$ cat src/rtl/dual_grant_arbiter_pkg.sv
// Shared constants, channel state encoding and index helpers for the dual-grant arbiter.
package dual_grant_pkg;

    localparam int N_REQ = 12;
    localparam int IDX_W = 4;
    localparam int CNT_W = 8;

    typedef enum logic [1:0] {
        IDLE    = 2'd0,
        GRANT   = 2'd1,
        RECOVER = 2'd2
    } ch_state_e;

    // 1-based index to one-hot; 0 or out-of-range indices give an all-zero vector
    function automatic logic [N_REQ-1:0] idx2onehot(input logic [IDX_W-1:0] idx);
        logic [N_REQ-1:0] vec;
        vec = {N_REQ{1'b0}};
        if ((idx != {IDX_W{1'b0}}) && (idx <= IDX_W'(N_REQ))) begin
            vec[idx - 4'd1] = 1'b1;
        end else begin
            vec = {N_REQ{1'b0}};
        end
        return vec;
    endfunction

endpackage

$ cat src/rtl/dual_grant_arbiter_if.sv
// Request/grant bundle between the requesters and the dual-grant arbiter.
interface dual_grant_arbiter_if;
    import dual_grant_pkg::*;

    logic [N_REQ-1:0] req;
    logic [IDX_W-1:0] gnt0_idx;
    logic [IDX_W-1:0] gnt1_idx;
    logic [N_REQ-1:0] gnt_vec;
    logic [1:0]       busy;
    logic [1:0]       timeout;

    modport master (output req, input gnt0_idx, input gnt1_idx, input gnt_vec,
                    input busy, input timeout);
    modport slave  (input req, output gnt0_idx, output gnt1_idx, output gnt_vec,
                    output busy, output timeout);

endinterface

$ cat src/rtl/dual_grant_arbiter_dual_prio_enc.sv
// Combinational encoder giving the highest and second-highest set bits as 1-based indices.
module dual_prio_enc
    import dual_grant_pkg::*;
(
    input  logic [N_REQ-1:0] vec,
    output logic [IDX_W-1:0] first_idx,
    output logic [IDX_W-1:0] second_idx
);

    logic [IDX_W-1:0] first_s;
    logic [IDX_W-1:0] second_s;

    // Scan from the top bit down, keeping the first two hits
    always_comb begin
        first_s  = {IDX_W{1'b0}};
        second_s = {IDX_W{1'b0}};
        for (int i = N_REQ - 1; i >= 0; i--) begin
            if (vec[i] && (first_s == {IDX_W{1'b0}})) begin
                first_s = IDX_W'(i + 1);
            end else if (vec[i] && (second_s == {IDX_W{1'b0}})) begin
                second_s = IDX_W'(i + 1);
            end else begin
                second_s = second_s;
            end
        end
    end

    assign first_idx  = first_s;
    assign second_idx = second_s;

endmodule

$ cat src/rtl/dual_grant_arbiter.sv
// Two-channel arbiter for 12 requesters: highest eligible request to ch0, next to ch1,
// grants held until release or hold timeout, with one recovery cycle per channel.
module dual_grant_arbiter
    import dual_grant_pkg::*;
#(
    parameter int MAX_HOLD = 16
) (
    input  logic                 clk,
    input  logic                 reset,
    dual_grant_arbiter_if.slave  bus
);

    ch_state_e        state_r     [2];
    logic [IDX_W-1:0] idx_r       [2];
    logic [CNT_W-1:0] cnt_r       [2];
    logic [N_REQ-1:0] mask_r;
    logic [N_REQ-1:0] gnt_vec_r;
    logic [1:0]       busy_r;
    logic [1:0]       timeout_r;

    ch_state_e        nxt_state_s [2];
    logic [IDX_W-1:0] nxt_idx_s   [2];
    logic [CNT_W-1:0] nxt_cnt_s   [2];
    logic [IDX_W-1:0] pick_s      [2];
    logic [1:0]       own_req_s;
    logic [1:0]       to_s;
    logic [N_REQ-1:0] mask_set_s;
    logic [N_REQ-1:0] granted_s;
    logic [N_REQ-1:0] elig_s;
    logic [IDX_W-1:0] first_s;
    logic [IDX_W-1:0] second_s;

    assign granted_s    = idx2onehot(idx_r[0]) | idx2onehot(idx_r[1]);
    assign elig_s       = bus.req & ~mask_r & ~granted_s;
    assign own_req_s[0] = |(bus.req & idx2onehot(idx_r[0]));
    assign own_req_s[1] = |(bus.req & idx2onehot(idx_r[1]));

    dual_prio_enc u_enc (
        .vec        (elig_s),
        .first_idx  (first_s),
        .second_idx (second_s)
    );

    // Route encoder outputs to whichever channels are idle this cycle
    always_comb begin
        pick_s[0] = {IDX_W{1'b0}};
        pick_s[1] = {IDX_W{1'b0}};
        if ((state_r[0] == IDLE) && (state_r[1] == IDLE)) begin
            pick_s[0] = first_s;
            pick_s[1] = second_s;
        end else if (state_r[0] == IDLE) begin
            pick_s[0] = first_s;
        end else if (state_r[1] == IDLE) begin
            pick_s[1] = first_s;
        end else begin
            pick_s[0] = {IDX_W{1'b0}};
            pick_s[1] = {IDX_W{1'b0}};
        end
    end

    // Per-channel next state, owner index, hold count and forced-release detection
    always_comb begin
        mask_set_s = {N_REQ{1'b0}};
        to_s       = 2'b00;
        for (int k = 0; k < 2; k++) begin
            nxt_state_s[k] = state_r[k];
            nxt_idx_s[k]   = idx_r[k];
            nxt_cnt_s[k]   = cnt_r[k];
            case (state_r[k])
                IDLE: begin
                    if (pick_s[k] != {IDX_W{1'b0}}) begin
                        nxt_state_s[k] = GRANT;
                        nxt_idx_s[k]   = pick_s[k];
                        nxt_cnt_s[k]   = 8'd1;
                    end else begin
                        nxt_state_s[k] = IDLE;
                    end
                end
                GRANT: begin
                    if (!own_req_s[k]) begin
                        nxt_state_s[k] = RECOVER;
                        nxt_idx_s[k]   = {IDX_W{1'b0}};
                        nxt_cnt_s[k]   = 8'd0;
                    end else if (cnt_r[k] >= CNT_W'(MAX_HOLD)) begin
                        // Release wins over holding; the owner is masked until it drops req
                        nxt_state_s[k] = RECOVER;
                        nxt_idx_s[k]   = {IDX_W{1'b0}};
                        nxt_cnt_s[k]   = 8'd0;
                        to_s[k]        = 1'b1;
                        mask_set_s     = mask_set_s | idx2onehot(idx_r[k]);
                    end else begin
                        nxt_cnt_s[k]   = cnt_r[k] + 8'd1;
                    end
                end
                RECOVER: begin
                    nxt_state_s[k] = IDLE;
                end
                default: begin
                    nxt_state_s[k] = IDLE;
                    nxt_idx_s[k]   = {IDX_W{1'b0}};
                    nxt_cnt_s[k]   = 8'd0;
                end
            endcase
        end
    end

    // Channel FSMs and all registered outputs
    always_ff @(posedge clk or posedge reset) begin
        if (reset) begin
            for (int k = 0; k < 2; k++) begin
                state_r[k] <= IDLE;
                idx_r[k]   <= {IDX_W{1'b0}};
                cnt_r[k]   <= {CNT_W{1'b0}};
            end
            gnt_vec_r <= {N_REQ{1'b0}};
            busy_r    <= 2'b00;
            timeout_r <= 2'b00;
        end else begin
            for (int k = 0; k < 2; k++) begin
                state_r[k]   <= nxt_state_s[k];
                idx_r[k]     <= nxt_idx_s[k];
                cnt_r[k]     <= nxt_cnt_s[k];
                busy_r[k]    <= (nxt_state_s[k] == GRANT);
            end
            gnt_vec_r <= idx2onehot(nxt_idx_s[0]) | idx2onehot(nxt_idx_s[1]);
            timeout_r <= to_s;
        end
    end

    // Timeout mask: set on forced release, cleared whenever the requester drops req
    always_ff @(posedge clk or posedge reset) begin
        if (reset) begin
            mask_r <= {N_REQ{1'b0}};
        end else begin
            mask_r <= (mask_r & bus.req) | mask_set_s;
        end
    end

    assign bus.gnt0_idx = idx_r[0];
    assign bus.gnt1_idx = idx_r[1];
    assign bus.gnt_vec  = gnt_vec_r;
    assign bus.busy     = busy_r;
    assign bus.timeout  = timeout_r;

endmodule

$ cat src/flat_wrapper.sv
// flat-port wrapper written by rule: the top's interface ports become plain ports
module dual_grant_arbiter_flat import dual_grant_pkg::*;
#(
    parameter int MAX_HOLD = 16
)
  (clk, reset, bus_req, bus_gnt0_idx, bus_gnt1_idx, bus_gnt_vec, bus_busy, bus_timeout);
  dual_grant_arbiter_if bus_i ();
  input  logic clk;
  input  logic reset;
  input wire logic [$bits(bus_i.req)-1:0] bus_req;
  output wire logic [$bits(bus_i.gnt0_idx)-1:0] bus_gnt0_idx;
  output wire logic [$bits(bus_i.gnt1_idx)-1:0] bus_gnt1_idx;
  output wire logic [$bits(bus_i.gnt_vec)-1:0] bus_gnt_vec;
  output wire logic [$bits(bus_i.busy)-1:0] bus_busy;
  output wire logic [$bits(bus_i.timeout)-1:0] bus_timeout;
  assign bus_i.req = bus_req;
  assign bus_gnt0_idx = bus_i.gnt0_idx;
  assign bus_gnt1_idx = bus_i.gnt1_idx;
  assign bus_gnt_vec = bus_i.gnt_vec;
  assign bus_busy = bus_i.busy;
  assign bus_timeout = bus_i.timeout;
  dual_grant_arbiter #(.MAX_HOLD(MAX_HOLD)) u_core (.clk(clk), .reset(reset), .bus(bus_i));
endmodule
$ cat config.mk
export PLATFORM = sky130hd
export DESIGN_NAME = dual_grant_arbiter_flat
export DESIGN_NICKNAME = d
export VERILOG_FILES = /design/src/rtl/dual_grant_arbiter_pkg.sv /design/src/rtl/dual_grant_arbiter_if.sv /design/src/rtl/dual_grant_arbiter_dual_prio_enc.sv /design/src/rtl/dual_grant_arbiter.sv /design/src/flat_wrapper.sv
export SDC_FILE = /design/constraint.sdc
export NUM_CORES = 1
export LEC_CHECK = 0
export ABC_AREA = 1
export CAP_MARGIN = 15
export CORE_ASPECT_RATIO = 1.75
export CORE_UTILIZATION = 50
export DETAILED_ROUTE_END_ITERATION = 10
export GPL_TIMING_DRIVEN = 0
export PLACE_DENSITY = 0.69
export SETUP_SLACK_MARGIN = 0.1
export SLEW_MARGIN = 25
export SYNTH_ARGS = -nofsm -noshare
export SYNTH_HDL_FRONTEND = slang
export SYNTH_SLANG_ARGS = --single-unit
$ cat constraint.sdc
create_clock -name clk -period 7.4 [get_ports clk]
set_input_delay 1.48 -clock clk [delete_from_list [all_inputs] [get_ports clk]]
set_output_delay 1.48 -clock clk [all_outputs]
set_load 0.005 [all_outputs]
==> summary.txt <==
Run status
  – Status: completed

Clock tree
  – Reg clk slew, reported paths: 0.07 ns
  – Clock Latency Late Sink: 0.30 ns
  – Deepest clock path buffer count: 2
  – CTS Buf Count: 5
  – Root Driver: clkbuf_16
  – CTS tree: yes
  – H-tree depth: 2
  – Post-CTS sizing: 0
  – Sink Count: 56
  – Post-CTS setup repair buffer count: 0
  – Hold Buf Count CTS: 0

Power and ir drop
  – Switching fraction of total power: 0.4894
  – Sequential Power Share: 0.266
  – Sw Pwr: 0.0007827 W
  – Internal: 0.0008166 W
  – Leak: 2.126 nW
  – P per Cell Area: 370.0 nW/um^2
  – VDD IR max: 0.0002294 V
  – Power share of the combinational group: 0.575
  – Clock network power share: 0.159

STA
  – Slew of the pin with the lowest slew margin: 0.6252 ns
  – Count of final max-slew check failures: 0
  – RSZ-0062 raised after global routing: false
  – Final setup fails: 0
  – Setup TNS: 0 ns
  – Worst Clk Skew: 0.009412 ns
  – Fin crit period: 4.339 ns
  – Worst slew margin: 0.5809
  – Final period util: 0.5863
  – Final hold vios: 0
  – Fmax: 230.5 MHz

Yosys
  – Yosys warns: 0
  – Post-synth EDFFs: 0
  – Seq/Total Area, Yosys: 0.3826
  – Cell Area, Synth: 3662 um^2
  – Gate Count Post-Synth: 481
  – Yosys top cell by area: dfrtp_1
  – FFs w/ async S/R, synth: 1.000
  – Mapped Nets: 499
  – Synth area leaders: dfrtp_1 (38%), nand2_1 (9.6%), inv_1 (7.5%)
  – Seq cells post-synth: 56
  – Distinct cells, synth: 50
  – Ys flop type: dfrtp_1
  – Synthesized area per cell: 7.614 um^2
  – Share of the synthesized area in the top cell type: 0.3826

Critical path
  – Worst-path cell chain: clkdlybuf4s50_1 -> inv_1 -> nor2_1 -> nand3_2 -> nand3_4 -> nor3_4 -> nand2_2 -> o211ai_1 -> nor2_2 -> nand3_2 -> nor2_1 -> nand2_1 -> nand3_1 -> nand2_1 -> nand4_2 -> o21ai_4 -> a21boi_2 -> inv_1 -> nand4_1 -> nand2_1
  – R2r setup slk: 3.97 ns
  – Buf/Inv on CP: 3
  – CP most frequent cell: nand2_1
  – Worst Path Required: 7.58 ns
  – Crit path kind: in -> reg
  – Worst-path maximum fanout: 8
  – Slowest cell delay on critical path: 0.47 ns
  – Startpoint types: input pin
  – Slowest CP cell: clkdlybuf4s50_1
  – Arrival @ worst endpoint: 4.52 ns
  – CP Capture Type: register
  – Crit path max-delay family: simple AND/OR/NAND/NOR gates

Worst hold path
  – Worst min-delay path category: reg -> reg

Route
  – Via-to-Cell Ratio: 5.664
  – Via count: 3461
  – TritonRoute pass-1 iters: 4
  – Final WL: 9580 um
  – Avg WL per Cell: 15.68 um
  – DRT iter0 DRCs: 197
  – DR DRC count: 0
  – Routed Antenna Nets: 0

Layout
  – Ant. Diodes: 0
  – Area Growth Syn to Fin: 18.04%
  – Post-Layout Cell Count: 611
  – Most frequent cells in the layout: nand2_1 (94), inv_1 (72), dfrtp_1 (56)
  – Final-layout fill cell count: 656
  – Layout Nets: 544
  – Share of cells above drive strength 1: 0.1385
  – Post-route cell area: 4323 um^2
  – Most common cell after layout, fill and taps aside: nand2_1

GRT
  – First-pass GRT wire length: 15750 um
  – Initial antenna violation count: 0
  – Largest net degree at the start of global routing: 39
  – Grt ovf: 0
  – Number of global-route vias before repair: 3539
  – All-layer global routing usage: 0.2729

Place
  – Dpl cells: 603
  – IO Port Bufs: 37
  – Placed cell area: 4160 um^2
  – HPWL Detailed: 7378 um
  – Final GP Congestion: 0.9227

Floorplanning
  – Die width: 66.70 um
  – Die height: 115.2 um
  – Die Area: 7684 um^2
  – Core ar.: 6957 um^2
  – Rows: 40
  – Initial core utilization: 0.5264
  – I/O Pins: 38

Flow run
  – Max-cap viol count: 0
## power by group through the flow
stage	sequential (W)	clock, W	combinational [W]
finish	0.000426	0.000254	0.000920
global placement	0.000429	0	0.000888
CTS	0.000426	0.000261	0.000913
detailed placement	0.000431	0	0.000905
floorplan	0.000425	0	0.000646
global route	0.000434	0.000272	0.00102
## metal layers
metal  vias up  routed length (um)  track usage
li1       1704                   -            -
met1      1640                3758       0.3019
met2        85                4991       0.4640
met3        32                 302      0.03671
met4         0                 528       0.1986
met5         -                   0            0
## worst min-delay path: stages (launching register included)
cell     delay (ns)
dfrtp_1        0.38
inv_1          0.05
nor2_1         0.04
## final timing paths
check,start,to,cells after the start
setup / recovery,bus_req[11],u_core.bus.gnt_vec[4],20
hold / removal,u_core.cnt_r[7],u_core.cnt_r[7],2
setup reg to reg,u_core.bus.gnt1_idx[3],u_core.bus.gnt_vec[4],20
hold reg to reg,u_core.cnt_r[7],u_core.cnt_r[7],2
max in group asynchronous,reset,u_core.bus.gnt1_idx[2],3
min in group asynchronous,reset,u_core.state_r[2],2
## registers in the layout (all words and copies together) (netlist names)
signal               count
u_core.bus.gnt1_idx      4
u_core.cnt_r            16
u_core.mask_r           12
u_core.bus.gnt0_idx      4
u_core.state_r           4
u_core.bus.timeout       2
u_core.bus.gnt_vec      12
u_core.bus.busy          2
## cells in the mapped netlist (4+ instances only)
| cell type | count |
|---|---|
| a21boi_2 | 4 |
| a21oi_1 | 6 |
| dfrtp_1 | 56 |
| ha_1 | 4 |
| inv_1 | 73 |
| inv_2 | 13 |
| nand2_1 | 94 |
| nand2_2 | 10 |
| nand3_1 | 38 |
| nand3_2 | 8 |
| nand4_1 | 42 |
| nor2_1 | 47 |
| nor2_2 | 4 |
| nor2_4 | 4 |
| nor3_1 | 4 |
| nor4_1 | 4 |
| o211ai_1 | 10 |
| o21ai_0 | 5 |
| o221ai_1 | 4 |
| o22ai_1 | 8 |
## logic make-up after synthesis
family          count (synthesis)  synth area share
compound gates                 56            0.1172
xor+xnor                        2          0.004784
buf+inv                        97            0.1039
simple gates                  266            0.3779
flops                          56            0.3826
fa+ha+maj                       4           0.01367
## area by class of cell
type	instances	area (um^2)	area share
multi-input combinational	328	1887	0.4365
sequential	56	1401	0.3242
timing repair buffer	38	390.4	0.09030
inverter	90	341.6	0.07902
clock buffer	6	138.9	0.03213
tap	84	105.1	0.02431
buffer	7	41.29	0.009551
clock inverter	2	17.52	0.004052
## metrics by stage
stage	hold slack, ns	utilization	worst slack (ns)	power, W
after floorplan	0.4534	-	3.749	0.001071
after global placement	0.4747	0.5948	2.617	0.001318
after detailed placement	0.4847	0.5980	2.587	0.001335
after CTS	0.4960	0.6205	2.891	0.001599
after global routing	0.5151	0.6214	2.744	0.001722
final	0.4944	0.6214	3.061	0.001599
Note: power is estimated with default switching activity, not from simulation.
